### config.mk
export PLATFORM = sky130hd
export DESIGN_NAME = ps2_scancode_rx
export DESIGN_NICKNAME = d
export VERILOG_FILES = /design/src/rtl/ps2_scancode_rx.sv
export SDC_FILE = /design/constraint.sdc
export NUM_CORES = 1
export LEC_CHECK = 0
export CAP_MARGIN = 30
export CORE_ASPECT_RATIO = 0.75
export CORE_MARGIN = 4
export CORE_UTILIZATION = 60
export CTS_BUF_LIST = sky130_fd_sc_hd__clkbuf_4
export CTS_CLUSTER_SIZE = 12
export DETAILED_ROUTE_END_ITERATION = 6
export GPL_TIMING_DRIVEN = 0
export PLACE_DENSITY = 0.9
export SLEW_MARGIN = 20
export SYNTH_ARGS = -nofsm -noshare
export SYNTH_HDL_FRONTEND = slang
export SYNTH_SLANG_ARGS = --single-unit
### constraint.sdc
create_clock -name clk -period 2.07 [get_ports clk]
set_input_delay 0.414 -clock clk [delete_from_list [all_inputs] [get_ports clk]]
set_output_delay 0.414 -clock clk [all_outputs]
set_load 0.005 [all_outputs]
### src/rtl/ps2_scancode_rx.sv
// PS/2 keyboard receiver: synchronises and filters the lines, deframes 11-bit frames and tracks make/break codes.
// Optional extended-code (E0) tracking with an ext output when PS2_EXT_CODE_EN is defined.
module ps2_scancode_rx #(
  parameter int FILTER_LEN  = 8,
  parameter int TIMEOUT_CYC = 100000
) (
  input  logic       clk,
  input  logic       reset,
  input  logic       ps2c,
  input  logic       ps2d,
  input  logic       rx_en,
  output logic [7:0] dataout,
  output logic       key_tick,
  output logic       rx_done_tick,
  output logic       frame_err,
`ifdef PS2_EXT_CODE_EN
  output logic       ext,
`endif
  output logic       busy
);

  localparam int FW = (FILTER_LEN > 1) ? $clog2(FILTER_LEN) : 1;
  localparam int TW = (TIMEOUT_CYC > 1) ? $clog2(TIMEOUT_CYC) : 1;
  localparam logic [FW-1:0] FILT_MAX = FW'(FILTER_LEN - 1);
  localparam logic [TW-1:0] TOUT_MAX = TW'(TIMEOUT_CYC - 1);
  localparam logic [7:0] CODE_BRK = 8'hF0;
  localparam logic [7:0] CODE_EXT = 8'hE0;

  typedef enum logic [1:0] {IDLE, DATA, PARITY, STOP} state_t;

  logic          ps2c_s1_reg, ps2c_s2_reg, ps2d_s1_reg, ps2d_s2_reg;
  logic [FW-1:0] filt_cnt_reg;
  logic          ps2c_f_reg, ps2c_f_dly_reg;
  logic          fall_tick;

  state_t        state_reg, state_next;
  logic [2:0]    n_reg, n_next;
  logic [7:0]    sh_reg, sh_next;
  logic          par_reg, par_next;
  logic [TW-1:0] tcnt_reg, tcnt_next;
  logic          done_reg, done_next;
  logic          err_reg, err_next;
  logic [7:0]    byte_reg;
  logic          busy_reg;

  logic [7:0]    dout_reg;
  logic          key_reg;
  logic          brk_reg;
  logic          is_brk, is_ext;

  always_ff @(posedge clk) begin
    if (reset) begin
      ps2c_s1_reg <= 1'b1;
      ps2c_s2_reg <= 1'b1;
      ps2d_s1_reg <= 1'b1;
      ps2d_s2_reg <= 1'b1;
    end else begin
      ps2c_s1_reg <= ps2c;
      ps2c_s2_reg <= ps2c_s1_reg;
      ps2d_s1_reg <= ps2d;
      ps2d_s2_reg <= ps2d_s1_reg;
    end
  end

  // Filtered clock flips only after FILTER_LEN consecutive samples disagree with it.
  always_ff @(posedge clk) begin
    if (reset) begin
      filt_cnt_reg   <= '0;
      ps2c_f_reg     <= 1'b1;
      ps2c_f_dly_reg <= 1'b1;
    end else begin
      ps2c_f_dly_reg <= ps2c_f_reg;
      if (ps2c_s2_reg == ps2c_f_reg) begin
        filt_cnt_reg <= '0;
      end else if (filt_cnt_reg == FILT_MAX) begin
        ps2c_f_reg   <= ps2c_s2_reg;
        filt_cnt_reg <= '0;
      end else begin
        filt_cnt_reg <= filt_cnt_reg + 1'b1;
      end
    end
  end

  assign fall_tick = ps2c_f_dly_reg & ~ps2c_f_reg;

  always_ff @(posedge clk) begin
    if (reset) begin
      state_reg <= IDLE;
      n_reg     <= '0;
      sh_reg    <= '0;
      par_reg   <= 1'b0;
      tcnt_reg  <= '0;
      done_reg  <= 1'b0;
      err_reg   <= 1'b0;
      byte_reg  <= '0;
      busy_reg  <= 1'b0;
    end else begin
      state_reg <= state_next;
      n_reg     <= n_next;
      sh_reg    <= sh_next;
      par_reg   <= par_next;
      tcnt_reg  <= tcnt_next;
      done_reg  <= done_next;
      err_reg   <= err_next;
      busy_reg  <= (state_next != IDLE);
      if (done_next) byte_reg <= sh_reg;
    end
  end

  always_comb begin
    state_next = state_reg;
    n_next     = n_reg;
    sh_next    = sh_reg;
    par_next   = par_reg;
    tcnt_next  = '0;
    done_next  = 1'b0;
    err_next   = 1'b0;
    if (state_reg != IDLE && !fall_tick) tcnt_next = tcnt_reg + 1'b1;
    case (state_reg)
      IDLE: begin
        if (fall_tick && rx_en && !ps2d_s2_reg) begin
          state_next = DATA;
          n_next     = '0;
        end
      end
      DATA: begin
        if (fall_tick) begin
          sh_next = {ps2d_s2_reg, sh_reg[7:1]};
          n_next  = n_reg + 3'd1;
          if (n_reg == 3'd7) state_next = PARITY;
        end
      end
      PARITY: begin
        if (fall_tick) begin
          par_next   = ps2d_s2_reg;
          state_next = STOP;
        end
      end
      STOP: begin
        if (fall_tick) begin
          state_next = IDLE;
          if ((^{sh_reg, par_reg}) && ps2d_s2_reg) done_next = 1'b1;
          else err_next = 1'b1;
        end
      end
      default: state_next = IDLE;
    endcase
    // A stalled frame is abandoned; a fall arriving on the last cycle still wins.
    if (state_reg != IDLE && !fall_tick && tcnt_reg == TOUT_MAX) begin
      state_next = IDLE;
      tcnt_next  = '0;
      err_next   = 1'b1;
    end
  end

  assign is_brk = (byte_reg == CODE_BRK);
  assign is_ext = (byte_reg == CODE_EXT);

  always_ff @(posedge clk) begin
    if (reset) begin
      dout_reg <= '0;
      key_reg  <= 1'b0;
      brk_reg  <= 1'b0;
    end else begin
      key_reg <= 1'b0;
      if (done_reg && is_brk) begin
        brk_reg <= 1'b1;
      end else if (done_reg && !is_ext) begin
        if (brk_reg) begin
          brk_reg <= 1'b0;
          if (byte_reg == dout_reg) dout_reg <= 8'h00;
        end else begin
          dout_reg <= byte_reg;
          key_reg  <= 1'b1;
        end
      end
    end
  end

`ifdef PS2_EXT_CODE_EN
  logic pend_reg, ext_reg;

  // E0 prefix survives an intervening F0 so E0 F0 xx releases the extended key.
  always_ff @(posedge clk) begin
    if (reset) begin
      pend_reg <= 1'b0;
      ext_reg  <= 1'b0;
    end else if (done_reg && is_ext) begin
      pend_reg <= 1'b1;
    end else if (done_reg && !is_brk) begin
      pend_reg <= 1'b0;
      if (brk_reg) begin
        if (byte_reg == dout_reg) ext_reg <= 1'b0;
      end else begin
        ext_reg <= pend_reg;
      end
    end
  end

  assign ext = ext_reg;
`endif

  assign dataout      = dout_reg;
  assign key_tick     = key_reg;
  assign rx_done_tick = done_reg;
  assign frame_err    = err_reg;
  assign busy         = busy_reg;

endmodule

Word level (Yosys, flattened, before mapping)
Index checks and enable logic that the tools add are counted.
{ "classes": {"n_bitwise": 6, "n_eq_ne": 13, "n_mux": 22, "n_addsub": 3, "reduce_logical": 24} }
{ "op_table": {"columns": ["operator", "n"], "rows": [
  ["17-bit by 1-bit adder with 17-bit output (second input constant)", 1],
  ["17-bit == test (second input constant)", 1],
  ["8-bit == test (second input constant)", 2],
  ["8-bit 2-to-1 mux", 2],
  ["2-bit 2-to-1 mux", 6],
  ["1-bit 2-to-1 mux", 10],
  ["3-bit OR reduction", 3],
  ["9-bit parity", 1],
  ["8-bit == test", 1],
  ["2-bit one-hot mux with 4 select lines", 1],
  ["2-bit nonzero test", 4],
  ["1-bit logical AND", 7],
  ["3-bit by 1-bit adder with 3-bit output (second input constant)", 2],
  ["3-bit == test (second input constant)", 2],
  ["3-bit 2-to-1 mux", 2],
  ["3-bit one-hot mux with 2 select lines", 1],
  ["2-bit AND reduction", 3],
  ["3-bit AND reduction", 2],
  ["1-bit inverter", 5],
  ["2-bit == test (second input constant)", 2],
  ["2-bit inequality test (second input constant)", 2],
  ["1-bit zero test", 3],
  ["2-bit by 1-bit == test with 1-bit output (second input constant)", 1],
  ["2-bit zero test", 1],
  ["3 further kinds", 3]
]} }
{ "totals": {"out_inout_bits": 12, "register_bits": 61, "in_bits": 5} }

Longest topological paths before layout
Gate-level depths: netlist (run 1).
{ "depth": {"word_depth": 8, "ltp_mapped": 7, "depth_no_buf": 6} }

Worst setup path after synthesis (run 1)
No wires, ideal clock.
{ "synth_path": {"path_type": "flip-flop to flip-flop", "startpoint": "reg sh_reg[0]", "endpoint": "reg byte_reg[0]", "synth_period_minus_slack_ns": 1.804, "setup_ns": 0.072, "path_slack_ns": 0.266, "path_stages_with_launch": 5, "t_required_ns": 1.998, "arrival_ns": 1.733, "path_cell_list": "dfxtp_1 -> xor3_1 -> or4_4 -> mux2i_4 -> mux2i_1"} }
{ "synth_via": {"elab_chain_len": 5} }
{ "synth_rtl": {"columns": ["element", "line", "rtl"], "rows": [
  ["from (decl)", "38", "logic [7:0] sh_reg, sh_next;"],
  ["from (signal assigned)", "100", "sh_reg <= sh_next;"],
  ["9-bit parity", "142", "if ((^{sh_reg, par_reg}) && ps2d_s2_reg) done_next = 1'b1;"],
  ["1-bit logical AND", "142", null],
  ["1-bit 2-to-1 mux", "142", null],
  ["1-bit 2-to-1 mux", "140", "if (fall_tick) begin"],
  ["1-bit 2-to-1 mux", "119", "case (state_reg)"],
  ["to (signal assigned)", "106", "if (done_next) byte_reg <= sh_reg;"],
  ["to (decl)", "43", "logic [7:0] byte_reg;"]
]} }
Several ways; a longest one is shown, not always the timed one.
A chain may end at the register's enable or synchronous reset.

Worst setup path after layout (run 1)
{ "layout_path": {"startpoint": "reg tcnt_reg[5]", "endpoint": "reg tcnt_reg[12]"} }
{ "layout_via": {"elab_chain_len": 3} }
{ "layout_rtl": {"columns": ["element", "line", "rtl"], "rows": [
  ["from (decl)", "40", "logic [TW-1:0] tcnt_reg, tcnt_next;"],
  ["from (signal assigned)", "102", "tcnt_reg <= tcnt_next;"],
  ["parallel branches: the longest is 3 deep, another holds 17-bit by 1-bit adder with 17-bit output", null, null]
]} }
Several ways; the timed one is not identified.

==> results of run 1 <==
==> per-stage QoR <==
| stage | worst slack (ps) | area (sq um) |
|---|---|---|
| finish | 118.2 | 3218 |
| floorplan | 265.8 | 2798 |
| global route | 31.19 | 3218 |
| detailed placement | 18.61 | 3029 |
| global placement | 79.35 | 3029 |
| CTS | 2.214 | 3182 |
==> worst paths after layout <==
path                                   from            to  cells past startpoint
worst min-delay path            ps2d_s1_reg   ps2d_s2_reg                      1
worst max-delay path            tcnt_reg[5]  tcnt_reg[12]                      6
worst max register to register  tcnt_reg[5]  tcnt_reg[12]                      6
worst min register to register  ps2d_s1_reg   ps2d_s2_reg                      1
==> power by group through the flow <==
stage          clock network, mW  registers, mW  logic [mW]
4_1_cts                    0.910           1.18      0.0347
3_5_place_dp                   0           1.21      0.0344
2_1_floorplan                  0           1.21      0.0190
5_1_grt                    0.974           1.18      0.0385
3_3_place_gp                   0           1.21      0.0330
6_report                   0.897           1.18      0.0348
==> routing by layer <==
| layer | vias to the layer above | part of all wire [%] | wire (um) | global-route usage [%] |
|---|---|---|---|---|
| met3 | 12 | 6.6 | 369 | 8.659 |
| met2 | 71 | 46 | 2588 | 32.95 |
| met5 | - | 0 | 0 | 0 |
| li1 | 1084 | - | - | - |
| met4 | 0 | 1.5 | 82 | 7.393 |
| met1 | 1047 | 46 | 2582 | 27.22 |
==> synthesized netlist by cell type (2+ instances only) <==
master and number:
dfxtp_1 61, and2_1 6, ha_1 5, clkbuf_1 6
or2b_2 15, or4_1 2, buf_4 2, nand3_1 8
or2_2 5, nand4_1 8, a21oi_1 11, nor4_1 3
and4_1 2, mux2i_1 17, nor2b_1 4, a31oi_1 8
xor2_1 7, xnor2_1 17, inv_1 5, nand2_1 26
nor3_1 5, nand4b_1 2, o21ai_0 8, nor2_1 28
or3_1 6, o211ai_1 9, clkbuf_8 2
==> worst max-delay path, cell delays in order, from the launching register on <==
cell and delay, ps:
dfxtp_1 360, or4_1 580, nor4_4 370, or4_1 160, buf_4 150, buf_4 180
nor2_1 60
==> repair_timing <==
item / in CTS / in global routing
setup buffers: 0 / 2
setup endpoints to repair: 0 / 16
hold endpoints to repair: 0 / 0
resized for setup: 0 / 1
==> layout make-up <==
class / instances / area [sq um]
clock buffers: 10 / 75.07
clock inverters: 6 / 77.57
multi-input cells: 218 / 1501
well taps: 57 / 71.32
fillers: 328 / 1275
repair buffers: 18 / 187.7
flip-flops and latches: 61 / 1221
inverters: 5 / 18.77
plain buffers: 10 / 65.06
==> kinds of logic (layout without fill, tap and decap cells) <==
logic type               after synthesis  in the layout
XOR/XNOR                              26             26
AO/OA/AOI/OAI                         41             41
adder cells (fa/ha/maj)                5              5
multiplexers                          18             18
AND/OR/NAND/NOR                      128            128
flip-flops                            61             61
buffers and inverters                 15             49
==> impl_metrics.toml, run 1 <==
[setup_path]
endpoint_kind = "flip-flop"
path_max_fanout = 10
start_kind = "flip-flop"
critPathKind = "flip-flop to flip-flop"
cp.arrival_ps = 2250
r2r_slack_ps = 120
cp_data_required_time_ps = 2370

[clock_network]
clkTransAtPathRegs_ps = 100
cts_root_buffer = "clkbuf_4"
cts_sinks = 61
clock_path_buffers = 2
cts_hold_buffers = 0
clk_latency_ps = 400
htree_levels = 3
cts_made_buffers = 9
cts_tree = "done"

[power]
p_int_mw = 1.684
p_switching_mw = 0.4276
switching_share_pct = 20.26
combPwrFrac_pct = 1.6
cellLeakagePower_nw = 1.134
total_power_mw = 2.111
cellPowerDensity_nw_per_um2 = 656.1
p_seq_share_pct = 55.8
p_clk_share_pct = 42.5
ir_drop_uv = 709.5

[cells_and_area]
instances_no_fill = 385
largest_reg_flops = 17
final_util_pct = 71.62
drive_gt1_share_pct = 13.72
area_growth_pct = 15.03
finalNetCount = 333
diodes = 0
final_cell_mix = "61 x dfxtp_1, 28 x nor2_1, 26 x nand2_1"
layout_commonest_cell = "dfxtp_1"

[synth]
synth_simple_gate_area_share_pct = 26.03
synth-compound-area-share_pct = 8.989
yosysUniqueCellTypes = 43
synthTopCellsByArea = "dfxtp_1 44%, mux2i_1 6.1%, xnor2_1 5.3%"
synth-edff-count = 0
yosys_warnings = 0
synth_top_flop_cell = "dfxtp_1"
syn_area_sq_um = 2798
syn-instance-count = 294
seq_area_frac_synth_pct = 43.65
syn_area_per_cell_sq_um = 9.516
ys_async_sr_fraction_pct = 0
synth_area_leader_cell = "dfxtp_1"
yosysTopAreaCellShare_pct = 43.65
synth.net_count = 304
synthAdderAreaFrac_pct = 2.236
synth_top_family_by_area = "simple AND/OR/NAND/NOR gates"
synth.mux.area_fraction_pct = 6.887
synth_xor_area_share_pct = 9.213
synth_seq_cells = 61

[placed_design]
dp.cells = 367
place_hpwl_um = 3962
port_buffers = 16
globalplace.congestion = 0.8491

[floorplanning]
die_w_um = 86.85
die_area_sq_um = 5831
rows = 21
core_area_sq_um = 4493
ios = 17
initial_core_util_pct = 62.27
die_h_um = 67.14

[sta]
hold_slack_ps = 420.6
finalSetupTns_ps = 0
slew_violations = 0
tightestPinTransition_ps = 655.8
setup_viol = 0
finalHoldViolCount = 0
fin_crit_ps = 1952
slew_headroom_pct = 55.99
fmaxAchievable_ghz = 0.5124
fin_crit_sh_pct = 94.29
skew_ps = 7.830
rsz0062_at_grt = "no"

[drt]
routedWlPerCell_um = 14.61
dr.first_iter.drc_count = 143
drc = 0
num_vias = 2214
viasPerCell = 5.751
first_pass_iters = 4
routed_wl_um = 5624
drtAntennaViolNets = 0

[grt]
antenna_found_initial = 0
grt_remaining_overflow = 0
grt_max_degree = 11
grt_pass1_vias = 2075
grt.total_usage_pct = 21.37
grt_first_pass_wirelength_um = 9535

[run_status]
outcome = "finished clean"

[worst_hold_path]
hp-class = "flip-flop to flip-flop"

[run]
maxCapViolations = 0
No activity file was read; power rests on OpenSTA's default activity.
==> run 2, diff against run 1 <==
--- a/config.mk
+++ b/config.mk
@@ -12,6 +12,7 @@
 export CTS_BUF_LIST = sky130_fd_sc_hd__clkbuf_4
 export CTS_CLUSTER_SIZE = 12
 export DETAILED_ROUTE_END_ITERATION = 6
+export GPL_ROUTABILITY_DRIVEN = 1
 export GPL_TIMING_DRIVEN = 0
 export PLACE_DENSITY = 0.9
 export SLEW_MARGIN = 20
==> results of run 2 <==
The final DEF is identical to that of run 1; final timing and power are the same.
